[src/rtl/cva6_mem_req_arbiter_if.sv]
// Cache-to-memory request arbiter bus: requester handshakes, memory request
// port, response routing and status. slave = arbiter view, master = environment.
interface cva6_mem_req_arbiter_if #(
    parameter int unsigned NR_PORTS       = 3,
    parameter int unsigned MEM_TID_WIDTH  = 2,
    parameter int unsigned MAX_OUT_STORES = 7
);
    localparam int unsigned PORT_W = (NR_PORTS > 1) ? $clog2(NR_PORTS) : 1;
    localparam int unsigned CNT_W  = $clog2(MAX_OUT_STORES + 1);

    logic [NR_PORTS-1:0]      req_valid_i;
    logic [NR_PORTS-1:0]      req_is_store_i;
    logic [NR_PORTS-1:0]      req_ready_o;
    logic                     mem_valid_o;
    logic                     mem_ready_i;
    logic [PORT_W-1:0]        mem_port_o;
    logic [MEM_TID_WIDTH-1:0] mem_tid_o;
    logic                     rtrn_valid_i;
    logic [MEM_TID_WIDTH-1:0] rtrn_tid_i;
    logic [NR_PORTS-1:0]      rtrn_valid_o;
    logic [CNT_W-1:0]         out_stores_o;
    logic                     idle_o;
    logic                     err_o;

    modport slave (
        input  req_valid_i, req_is_store_i, mem_ready_i, rtrn_valid_i, rtrn_tid_i,
        output req_ready_o, mem_valid_o, mem_port_o, mem_tid_o, rtrn_valid_o,
               out_stores_o, idle_o, err_o
    );

    modport master (
        output req_valid_i, req_is_store_i, mem_ready_i, rtrn_valid_i, rtrn_tid_i,
        input  req_ready_o, mem_valid_o, mem_port_o, mem_tid_o, rtrn_valid_o,
               out_stores_o, idle_o, err_o
    );
endinterface

[src/rtl/cva6_mem_req_arbiter.sv]
// Round-robin memory request arbiter with TID allocation, store cap and response routing.
// Define CVA6_ARB_STORE_PRIO_EN to give the write buffer (last port) fixed priority.
module cva6_mem_req_arbiter #(
    parameter int unsigned NR_PORTS       = 3,
    parameter int unsigned MEM_TID_WIDTH  = 2,
    parameter int unsigned MAX_OUT_STORES = 7
) (
    input  logic                  clk_i,
    input  logic                  rst_ni,
    cva6_mem_req_arbiter_if.slave bus
);
    localparam int unsigned NR_TID = 1 << MEM_TID_WIDTH;
    localparam int unsigned PORT_W = (NR_PORTS > 1) ? $clog2(NR_PORTS) : 1;
    localparam int unsigned CNT_W  = $clog2(MAX_OUT_STORES + 1);

    typedef enum logic {IDLE, ISSUE} state_e;

    state_e                           state_q, state_d;
    logic [PORT_W-1:0]                port_q, port_d, rr_q, rr_d;
    logic [MEM_TID_WIDTH-1:0]         tid_q, tid_d;
    logic                             st_pend_q, st_pend_d;
    logic [NR_TID-1:0]                busy_q, busy_d, tst_q, tst_d;
    logic [NR_TID-1:0][PORT_W-1:0]    owner_q, owner_d;
    logic [CNT_W-1:0]                 cnt_q, cnt_d;
    logic                             err_q, err_d;

    logic                     any_free, hs, rtrn_hit, st_ok;
    logic [NR_PORTS-1:0]      elig, rdy, rtrn_vld;
    logic [MEM_TID_WIDTH-1:0] free_tid;
    logic [PORT_W-1:0]        pick;
    logic                     pick_vld;
    int unsigned              k;

    assign any_free = ~&busy_q;
    assign st_ok    = (cnt_q < CNT_W'(MAX_OUT_STORES));
    assign rtrn_hit = bus.rtrn_valid_i & busy_q[bus.rtrn_tid_i];

    always_comb begin
        free_tid = '0;
        for (int i = int'(NR_TID) - 1; i >= 0; i--)
            if (!busy_q[i]) free_tid = MEM_TID_WIDTH'(i);
    end

    always_comb begin
        elig = '0;
        for (int p = 0; p < int'(NR_PORTS); p++)
            elig[p] = bus.req_valid_i[p] & any_free & (~bus.req_is_store_i[p] | st_ok);
    end

    // Scan ports starting at the RR pointer; first eligible wins.
    always_comb begin
        pick     = '0;
        pick_vld = 1'b0;
        k        = 0;
        for (int unsigned i = 0; i < NR_PORTS; i++) begin
            k = 32'(rr_q) + i;
            if (k >= NR_PORTS) k = k - NR_PORTS;
            if (!pick_vld && elig[k[PORT_W-1:0]]) begin
                pick     = k[PORT_W-1:0];
                pick_vld = 1'b1;
            end
        end
`ifdef CVA6_ARB_STORE_PRIO_EN
        if (elig[NR_PORTS-1]) begin
            pick     = PORT_W'(NR_PORTS - 1);
            pick_vld = 1'b1;
        end
`endif
    end

    always_comb begin
        state_d   = state_q;
        port_d    = port_q;
        tid_d     = tid_q;
        st_pend_d = st_pend_q;
        busy_d    = busy_q;
        tst_d     = tst_q;
        owner_d   = owner_q;
        rr_d      = rr_q;
        err_d     = err_q;
        hs        = 1'b0;

        if (bus.rtrn_valid_i) begin
            if (rtrn_hit) busy_d[bus.rtrn_tid_i] = 1'b0;
            else          err_d = 1'b1;
        end

        case (state_q)
            IDLE: if (pick_vld) begin
                port_d    = pick;
                tid_d     = free_tid;
                st_pend_d = bus.req_is_store_i[pick];
                state_d   = ISSUE;
            end
            ISSUE: if (bus.mem_ready_i) begin
                hs             = 1'b1;
                busy_d[tid_q]  = 1'b1;
                tst_d[tid_q]   = st_pend_q;
                owner_d[tid_q] = port_q;
`ifdef CVA6_ARB_STORE_PRIO_EN
                if (port_q != PORT_W'(NR_PORTS - 1))
`endif
                rr_d = (port_q == PORT_W'(NR_PORTS - 1)) ? '0 : port_q + 1'b1;
                state_d = IDLE;
            end
            default: state_d = IDLE;
        endcase
    end

    // A store issued and a store retired in the same cycle cancel out.
    assign cnt_d = cnt_q + CNT_W'(hs & st_pend_q) - CNT_W'(rtrn_hit & tst_q[bus.rtrn_tid_i]);

    always_comb begin
        rdy = '0;
        if (hs) rdy[port_q] = 1'b1;
    end

    always_comb begin
        rtrn_vld = '0;
        if (rtrn_hit) rtrn_vld[owner_q[bus.rtrn_tid_i]] = 1'b1;
    end

    always_ff @(posedge clk_i or negedge rst_ni) begin
        if (!rst_ni) begin
            state_q   <= IDLE;
            port_q    <= '0;
            rr_q      <= '0;
            tid_q     <= '0;
            st_pend_q <= 1'b0;
            busy_q    <= '0;
            tst_q     <= '0;
            owner_q   <= '0;
            cnt_q     <= '0;
            err_q     <= 1'b0;
        end else begin
            state_q   <= state_d;
            port_q    <= port_d;
            rr_q      <= rr_d;
            tid_q     <= tid_d;
            st_pend_q <= st_pend_d;
            busy_q    <= busy_d;
            tst_q     <= tst_d;
            owner_q   <= owner_d;
            cnt_q     <= cnt_d;
            err_q     <= err_d;
        end
    end

    assign bus.req_ready_o  = rdy;
    assign bus.mem_valid_o  = (state_q == ISSUE);
    assign bus.mem_port_o   = port_q;
    assign bus.mem_tid_o    = tid_q;
    assign bus.rtrn_valid_o = rtrn_vld;
    assign bus.out_stores_o = cnt_q;
    assign bus.idle_o       = (state_q == IDLE) && !(|busy_q);
    assign bus.err_o        = err_q;
endmodule

[src/flat_wrapper.sv]
// flat-port wrapper written by rule: the top's interface ports become plain ports
module cva6_mem_req_arbiter_flat 
#(
    parameter int unsigned NR_PORTS       = 3,
    parameter int unsigned MEM_TID_WIDTH  = 2,
    parameter int unsigned MAX_OUT_STORES = 7
)
  (clk_i, rst_ni, bus_req_valid_i, bus_req_is_store_i, bus_mem_ready_i, bus_rtrn_valid_i, bus_rtrn_tid_i, bus_req_ready_o, bus_mem_valid_o, bus_mem_port_o, bus_mem_tid_o, bus_rtrn_valid_o, bus_out_stores_o, bus_idle_o, bus_err_o);
  cva6_mem_req_arbiter_if #(.NR_PORTS(NR_PORTS), .MEM_TID_WIDTH(MEM_TID_WIDTH), .MAX_OUT_STORES(MAX_OUT_STORES)) bus_i ();
  input  logic clk_i;
  input  logic rst_ni;
  input wire logic [$bits(bus_i.req_valid_i)-1:0] bus_req_valid_i;
  input wire logic [$bits(bus_i.req_is_store_i)-1:0] bus_req_is_store_i;
  input wire logic [$bits(bus_i.mem_ready_i)-1:0] bus_mem_ready_i;
  input wire logic [$bits(bus_i.rtrn_valid_i)-1:0] bus_rtrn_valid_i;
  input wire logic [$bits(bus_i.rtrn_tid_i)-1:0] bus_rtrn_tid_i;
  output wire logic [$bits(bus_i.req_ready_o)-1:0] bus_req_ready_o;
  output wire logic [$bits(bus_i.mem_valid_o)-1:0] bus_mem_valid_o;
  output wire logic [$bits(bus_i.mem_port_o)-1:0] bus_mem_port_o;
  output wire logic [$bits(bus_i.mem_tid_o)-1:0] bus_mem_tid_o;
  output wire logic [$bits(bus_i.rtrn_valid_o)-1:0] bus_rtrn_valid_o;
  output wire logic [$bits(bus_i.out_stores_o)-1:0] bus_out_stores_o;
  output wire logic [$bits(bus_i.idle_o)-1:0] bus_idle_o;
  output wire logic [$bits(bus_i.err_o)-1:0] bus_err_o;
  assign bus_i.req_valid_i = bus_req_valid_i;
  assign bus_i.req_is_store_i = bus_req_is_store_i;
  assign bus_i.mem_ready_i = bus_mem_ready_i;
  assign bus_i.rtrn_valid_i = bus_rtrn_valid_i;
  assign bus_i.rtrn_tid_i = bus_rtrn_tid_i;
  assign bus_req_ready_o = bus_i.req_ready_o;
  assign bus_mem_valid_o = bus_i.mem_valid_o;
  assign bus_mem_port_o = bus_i.mem_port_o;
  assign bus_mem_tid_o = bus_i.mem_tid_o;
  assign bus_rtrn_valid_o = bus_i.rtrn_valid_o;
  assign bus_out_stores_o = bus_i.out_stores_o;
  assign bus_idle_o = bus_i.idle_o;
  assign bus_err_o = bus_i.err_o;
  cva6_mem_req_arbiter #(.NR_PORTS(NR_PORTS), .MEM_TID_WIDTH(MEM_TID_WIDTH), .MAX_OUT_STORES(MAX_OUT_STORES)) u_core (.clk_i(clk_i), .rst_ni(rst_ni), .bus(bus_i));
endmodule
[config.mk]
export PLATFORM = sky130hd
export DESIGN_NAME = cva6_mem_req_arbiter_flat
export DESIGN_NICKNAME = d
export VERILOG_FILES = /design/src/rtl/cva6_mem_req_arbiter_if.sv /design/src/rtl/cva6_mem_req_arbiter.sv /design/src/flat_wrapper.sv
export SDC_FILE = /design/constraint.sdc
export NUM_CORES = 1
export LEC_CHECK = 0
export CORE_ASPECT_RATIO = 0.5
export CORE_MARGIN = 2
export CORE_UTILIZATION = 45
export CTS_CLUSTER_DIAMETER = 50
export DETAILED_ROUTE_END_ITERATION = 8
export PLACE_DENSITY = 0.7
export SETUP_SLACK_MARGIN = 0.3
export SLEW_MARGIN = 25
export SYNTH_ARGS = -nofsm -noshare
export SYNTH_HDL_FRONTEND = slang
export SYNTH_SLANG_ARGS = --single-unit
[constraint.sdc]
create_clock -name clk_i -period 4.6 [get_ports clk_i]
set_input_delay 0.92 -clock clk_i [delete_from_list [all_inputs] [get_ports clk_i]]
set_output_delay 0.92 -clock clk_i [all_outputs]
set_load 0.005 [all_outputs]
==> flow_metrics.env, run 1 <==
export IMPL_power_leakage_nw=0.854
export IMPL_synth_yosys_warnings=0
export IMPL_clock_skew_final_ps=1.59
export IMPL_worst_pin_slew_ps=676
export IMPL_worst_path_max_delay_cell="clkdlybuf4s50_1"
export IMPL_ys_async_sr_fraction_pct=100
export IMPL_cts_sink_count=28
export IMPL_net_switching_share_of_the_total_power_pct=36.5
export IMPL_core_area_sq_um=3120
export IMPL_vias_per_cell=5.70
export IMPL_worst_r2r_endpoint="u_core.bus.out_stores_o[2]"
export IMPL_startpoint_type="input pin"
export IMPL_cp_slowest_stage_delay_ps=700
export IMPL_drv_max_cap_violation_count=0
export IMPL_number_of_global_route_vias_before_repair=1129
export IMPL_finalWorstPathRequiredPeriod_ps=3940
export IMPL_net_switching_power_uw=421
export IMPL_drc_errors=0
export IMPL_outcome="complete, no violations"
export IMPL_dp_hpwl_mm=2.44
export IMPL_die_area_sq_um=3900
export IMPL_largest_net_degree_at_the_start_of_global_routing=25
export IMPL_powerDensity_nw_per_um2=609
export IMPL_port_buffers=27
export IMPL_final_max_slew_viol_count=0
export IMPL_max_slew_margin_pct=54.9
export IMPL_cts_repair_resized=0
export IMPL_grt_overflow_total=0
export IMPL_synth_edff_count=0
export IMPL_worst_r2r_startpoint="u_core.busy_q[3]"
export IMPL_die_height_microns=45.2
export IMPL_final_hold_violation_count=0
export IMPL_totalPowerFinal_mw=1.15
export IMPL_synth_seq_area_share_pct=45.9
export IMPL_rsz0062_at_grt="false"
export IMPL_fp_row_count=14
export IMPL_drt_wirelength_per_cell_microns=16.3
export IMPL_fmax_ghz=0.254
export IMPL_htree_num_levels=1
export IMPL_grtUsageTotal_pct=19.0
export IMPL_hold_path_class="flip-flop to flip-flop"
export IMPL_cp_arrival_ps=3020
export IMPL_syn_inst=131
export IMPL_dr_total_vias=1146
export IMPL_cts_tree="yes"
export IMPL_irDropWorstVdd_mv=0.228
export IMPL_clkPwrFrac_pct=13.5
export IMPL_final_period_utilization_pct=85.6
export IMPL_ctsRootBufferMaster="clkbuf_8"
export IMPL_area_growth_synth_to_final_pct=24.2
export IMPL_postSynthRegisterBits=28
export IMPL_grt_antenna_before_repair=0
export IMPL_drive_gt1_share_pct=17.4
export IMPL_clock_slew_seen_by_the_registers_of_the_worst_setup_and_hold_paths_ps=100
export IMPL_finalNetCount=180
export IMPL_route_antenna_remaining_nets=0
export IMPL_timing_setup_tns_ps=0
export IMPL_crit_path_cell_trace="clkdlybuf4s50_1 -> mux4_2 -> nor3b_1 -> clkdlybuf4s50_1"
export IMPL_synth_lib_cells_used_distinct=35
export IMPL_drt_iter0_drc=71
export IMPL_power_share_combinational_pct=45.9
export IMPL_die_wd_microns=86.4
export IMPL_place_congestion=0.827
export IMPL_clk_path_buf_depth=2
export IMPL_clk_latency_ps=280
export IMPL_io_pins=28
export IMPL_r2r_setup_slack_ps=2280
export IMPL_dpl_instance_area_sq_um=1850
export IMPL_dominant_synthesized_flop_cell="dfrtp_1"
export IMPL_path_common_cell="clkdlybuf4s50_1"
export IMPL_hp_start="u_core.bus.err_o"
export IMPL_routed_wirelength_mm=3.27
export IMPL_average_instance_area_after_synthesis_sq_um=11.7
export IMPL_mappedNetlistNets=149
export IMPL_internal_power_uw=733
export IMPL_grt_first_pass_wirelength_mm=5.52
export IMPL_n_antenna_cell=0
export IMPL_seq_power_share_pct=40.6
export IMPL_number_of_cts_inserted_buffers=3
export IMPL_final_setup_viol_count=0
export IMPL_syn_std_cell_area_sq_um=1530
export IMPL_critical_path_class="input pin to output port"
export IMPL_post_cts_hold_buffer_count=0
export IMPL_path_max_fanout=8
export IMPL_design_area_sq_um=1900
export IMPL_initial_standard_cell_utilization_of_the_core_pct=49.0
export IMPL_cts_setup_buffers=0
export IMPL_iteration_count_of_the_initial_detailed_routing_pass=4
export IMPL_cp_data_required_time_ps=3680
export IMPL_reg2reg_depth=8
export IMPL_worstHoldEndpoint="u_core.bus.err_o"
export IMPL_critPathCaptureType="output port"
export IMPL_hold_path_depth=1
## metrics by stage
stage	hold slack, ps	setup WS [ps]	cells	util [%]
after CTS	504	635	201	61.0
after global routing	535	536	201	60.8
after floorplan	468	1670	131	-
after detailed placement	479	657	197	59.2
final	502	663	201	60.8
after global placement	481	714	197	59.2
## cell usage in the layout (no fill, tap or decap), types with 2 or more instances in the layout
cell type	instances
clkbuf_8	4
nand3_1	6
nand2b_1	3
o21ai_1	2
nand4_1	6
or3_1	3
a21oi_1	2
nor3b_1	5
inv_1	13
nor2_1	2
clkdlybuf4s50_1	26
dfrtp_1	28
mux2_2	12
a21o_1	4
ha_1	5
and3_1	2
nor3_1	3
o21ai_0	3
nand2_1	9
mux4_2	4
mux2_4	3
## cell families after synthesis
family / after synthesis / synth area share [%]
fa+ha+maj: 6 / 5.41
flops: 28 / 45.9
simple gates: 41 / 14.9
compound gates: 20 / 11.1
mux: 20 / 18.4
buf+inv: 15 / 3.77
xor+xnor: 1 / 0.574
## cells in the mapped netlist, drive strengths merged (2+ instances only)
master | n | share of area, %
dfrtp | 28 | 46
nor3b | 5 | 2.5
a2111oi | 2 | 2.8
inv | 13 | 3.2
mux4 | 4 | 5.9
a21oi | 2 | 0.66
a21o | 4 | 2.0
nor2 | 2 | 0.49
nand2 | 9 | 2.2
mux2 | 15 | 12
nand3 | 6 | 2.0
o21ai | 5 | 1.6
ha | 5 | 4.1
nand2b | 3 | 1.2
and3 | 2 | 0.82
nand4 | 6 | 2.5
nor3 | 3 | 0.98
or3 | 3 | 1.2
## critical path, delay by kind of cell
family / cells / cell delay (ps)
buffers and inverters: 2 / 1260
multiplexers: 1 / 570
AND/OR/NAND/NOR: 1 / 270
## how the worst max path moves through the flow
stage	endpoint	slack [ps]	startpoint
3_5_place_dp	bus_rtrn_valid_o[1]	660	bus_rtrn_tid_i[0]
6_report	bus_rtrn_valid_o[1]	660	bus_rtrn_tid_i[0]
3_3_place_gp	bus_rtrn_valid_o[1]	710	bus_rtrn_tid_i[0]
2_1_floorplan	u_core.bus.out_stores_o[2]	1670	bus_rtrn_tid_i[0]
4_1_cts	bus_rtrn_valid_o[1]	630	bus_rtrn_tid_i[0]
5_1_grt	bus_rtrn_valid_o[1]	540	bus_rtrn_tid_i[0]
## flip-flops by register name (all words and copies together), names as in the netlist
| name | count |
|---|---|
| u_core.bus.out_stores_o | 3 |
| u_core.bus.mem_port_o | 2 |
| u_core.owner_q | 8 |
| u_core.tst_q | 4 |
| u_core.st_pend_q | 1 |
| u_core.bus.mem_tid_o | 2 |
| u_core.busy_q | 4 |
| u_core.rr_q | 2 |
| u_core.bus.err_o | 1 |
| u_core.bus.mem_valid_o | 1 |
## per-layer routing
metal  GRT usage [%]  up-vias  routed length (microns)
li1                -      542                        -
met1            25.8      570                     1620
met2            31.1       27                     1480
met3            4.39        7                      121
met4            6.25        0                       49
met5               0        -                        0
## power by group through the flow
stage          registers [mW]  clock network, mW  logic (mW)
2_1_floorplan           0.439                  0       0.365
3_3_place_gp            0.468                  0       0.516
3_5_place_dp            0.474                  0       0.532
4_1_cts                 0.469              0.158       0.534
5_1_grt                 0.490              0.171       0.585
6_report                0.468              0.156       0.530
## final cells by class
class | count | area [sq um]
fill | 268 | 1220
multi-input combinational | 88 | 768
sequential | 28 | 701
timing repair buffer | 28 | 273
clock buffer | 4 | 55.1
tap | 40 | 50.0
inverter | 13 | 48.8
No activity file was read; power rests on OpenSTA's default activity.
==> run 2: changes to the inputs <==
--- a/config.mk
+++ b/config.mk
@@ -5,6 +5,7 @@
 export SDC_FILE = /design/constraint.sdc
 export NUM_CORES = 1
 export LEC_CHECK = 0
+export CAP_MARGIN = 25
 export CORE_ASPECT_RATIO = 0.5
 export CORE_MARGIN = 2
 export CORE_UTILIZATION = 45
==> run 2 against run 1 <==
Against the previous run:
- sequential power hardly changed
- wire length fell by 2.8%
- critical path depth did not move
- maximum frequency up 0.15%
- via count is 0.61% higher
- sequential share of layout area decreased by 0.39 points
- sequential cell count unchanged
- clock power hardly changed
- first-iteration DRC count shrank 37%
- setup slack better by 5.7 ps
- clock skew grew 1.5 ps
- critical path type unchanged
- critical endpoint unchanged
==> flow_metrics.env, run 2 (synthesized netlist as in run 1, its figures left out) <==
export IMPL_cp_data_required_time_ps=3680
export IMPL_hold_path_class="flip-flop to flip-flop"
export IMPL_number_of_cts_inserted_buffers=3
export IMPL_drt_iter0_drc=45
export IMPL_area_growth_synth_to_final_pct=25.5
export IMPL_grtUsageTotal_pct=18.7
export IMPL_iteration_count_of_the_initial_detailed_routing_pass=4
export IMPL_final_max_slew_viol_count=0
export IMPL_largest_net_degree_at_the_start_of_global_routing=16
export IMPL_core_area_sq_um=3120
export IMPL_timing_setup_tns_ps=0
export IMPL_hold_path_depth=1
export IMPL_met2_wirelength_mm=1.43
export IMPL_clock_skew_final_ps=3.08
export IMPL_clock_slew_seen_by_the_registers_of_the_worst_setup_and_hold_paths_ps=90
export IMPL_final_hold_violation_count=0
export IMPL_fmax_ghz=0.254
export IMPL_grt_antenna_before_repair=0
export IMPL_ctsRootBufferMaster="clkbuf_8"
export IMPL_largest_register="u_core.owner_q"
export IMPL_drive_gt1_share_pct=17.3
export IMPL_max_slew_margin_pct=56.1
export IMPL_outcome="complete, no violations"
export IMPL_post_cts_hold_buffer_count=0
export IMPL_routed_wirelength_mm=3.18
export IMPL_die_height_microns=45.2
export IMPL_met1Wirelength_mm=1.58
export IMPL_cts_setup_buffers=0
export IMPL_drt_wirelength_per_cell_microns=15.7
export IMPL_largest_register_ffs=8
export IMPL_cts_sink_count=28
export IMPL_reg_top3="u_core.owner_q: 8 flops, u_core.busy_q: 4 flops, u_core.tst_q: 4 flops"
export IMPL_port_buffers=27
export IMPL_path_max_fanout=8
export IMPL_startpoint_type="input pin"
export IMPL_grt_first_pass_wirelength_mm=5.46
export IMPL_grt_overflow_total=0
export IMPL_route_antenna_remaining_nets=0
export IMPL_filler_cell_count=269
export IMPL_die_wd_microns=86.4
export IMPL_n_antenna_cell=0
export IMPL_critPathCaptureType="output port"
export IMPL_cts_repair_resized=0
export IMPL_fp_row_count=14
export IMPL_initial_standard_cell_utilization_of_the_core_pct=49.0
export IMPL_reg2reg_depth=8
export IMPL_finalNetCount=181
export IMPL_final_period_utilization_pct=85.5
export IMPL_rsz0062_at_grt="false"
export IMPL_htree_num_levels=1
export IMPL_cts_tree="yes"
export IMPL_clk_path_buf_depth=2
export IMPL_clk_latency_ps=280
export IMPL_top_signal_layer_used="met4"
export IMPL_io_pins=28
export IMPL_dr_total_vias=1153
export IMPL_cp_arrival_ps=3010
export IMPL_place_congestion=0.827
export IMPL_finalWorstPathRequiredPeriod_ps=3930
export IMPL_worst_pin_slew_ps=658
export IMPL_holdWs_ps=508
export IMPL_totalPowerFinal_mw=1.15
export IMPL_dp_hpwl_mm=2.46
export IMPL_drv_max_cap_violation_count=0
export IMPL_layout_cells_most_common="dfrtp_1"
export IMPL_number_of_global_route_vias_before_repair=1113
export IMPL_drc_errors=0
export IMPL_irDropWorstVdd_mv=0.259
export IMPL_power_leakage_nw=0.861
export IMPL_critical_path_class="input pin to output port"
export IMPL_powerDensity_nw_per_um2=601
export IMPL_vias_per_cell=5.71
export IMPL_mostFrequentLayoutCells="28 x dfrtp_1, 27 x clkdlybuf4s50_1, 13 x inv_1"
export IMPL_met3_routed_length_microns=124
export IMPL_final_setup_viol_count=0
export IMPL_die_area_sq_um=3900
run 2: cell types whose count changed in the layout (fill, tap and decap cells not counted):
cell             change
buf_8                +1
buf_2                -1
clkdlybuf4s50_1      +1
run 2: critical path, stage by stage:
cell and delay (ps):
clkdlybuf4s50_1 690, mux4_2 570, nor3b_1 260, clkdlybuf4s50_1 560
run 2: per-layer routing:
| metal | track usage, % | up-vias |
|---|---|---|
| met1 | 25.4 | 573 |
| met3 | 3.84 | 6 |
| met5 | 0 | - |
| li1 | - | 546 |
| met2 | 30.8 | 28 |
| met4 | 6.25 | 0 |
run 2: layout make-up:
class | count | area [sq um] | area share (%)
multi-input cells | 88 | 768 | 40.1
flip-flops and latches | 28 | 701 | 36.6
repair buffers | 29 | 293 | 15.3
clock buffers | 4 | 55.1 | 2.87
well taps | 40 | 50.0 | 2.61
inverters | 13 | 48.8 | 2.55
run 2: metrics by stage:
stage               std cells  cell area (sq um)  setup WS [ps]  utilization, %
CTS                       202               1920            635            61.4
detailed placement        198               1860            657            59.7
global route              202               1920            536            61.4
finish                    202               1920            669            61.4
global placement          197               1850            714            59.2
floorplan                 131               1530           1670               -
run 2: path summary, 6_finish.rpt:
path	slack (ps)	end	from
max	670	bus_rtrn_valid_o[1]	bus_rtrn_tid_i[0]
min	510	u_core.owner_q[5]	u_core.owner_q[5]
max reg2reg	2270	u_core.bus.out_stores_o[2]	u_core.busy_q[3]
min reg2reg	510	u_core.owner_q[5]	u_core.owner_q[5]
max in group asynchronous	3050	u_core.bus.mem_valid_o	rst_ni
min in group asynchronous	950	u_core.tst_q[1]	rst_ni
run 2: where the power goes:
group,internal [mW],switching [mW]
Clock,0.0768,0.0775
Combinational,0.304,0.224
Sequential,0.353,0.116
Total,0.734,0.417
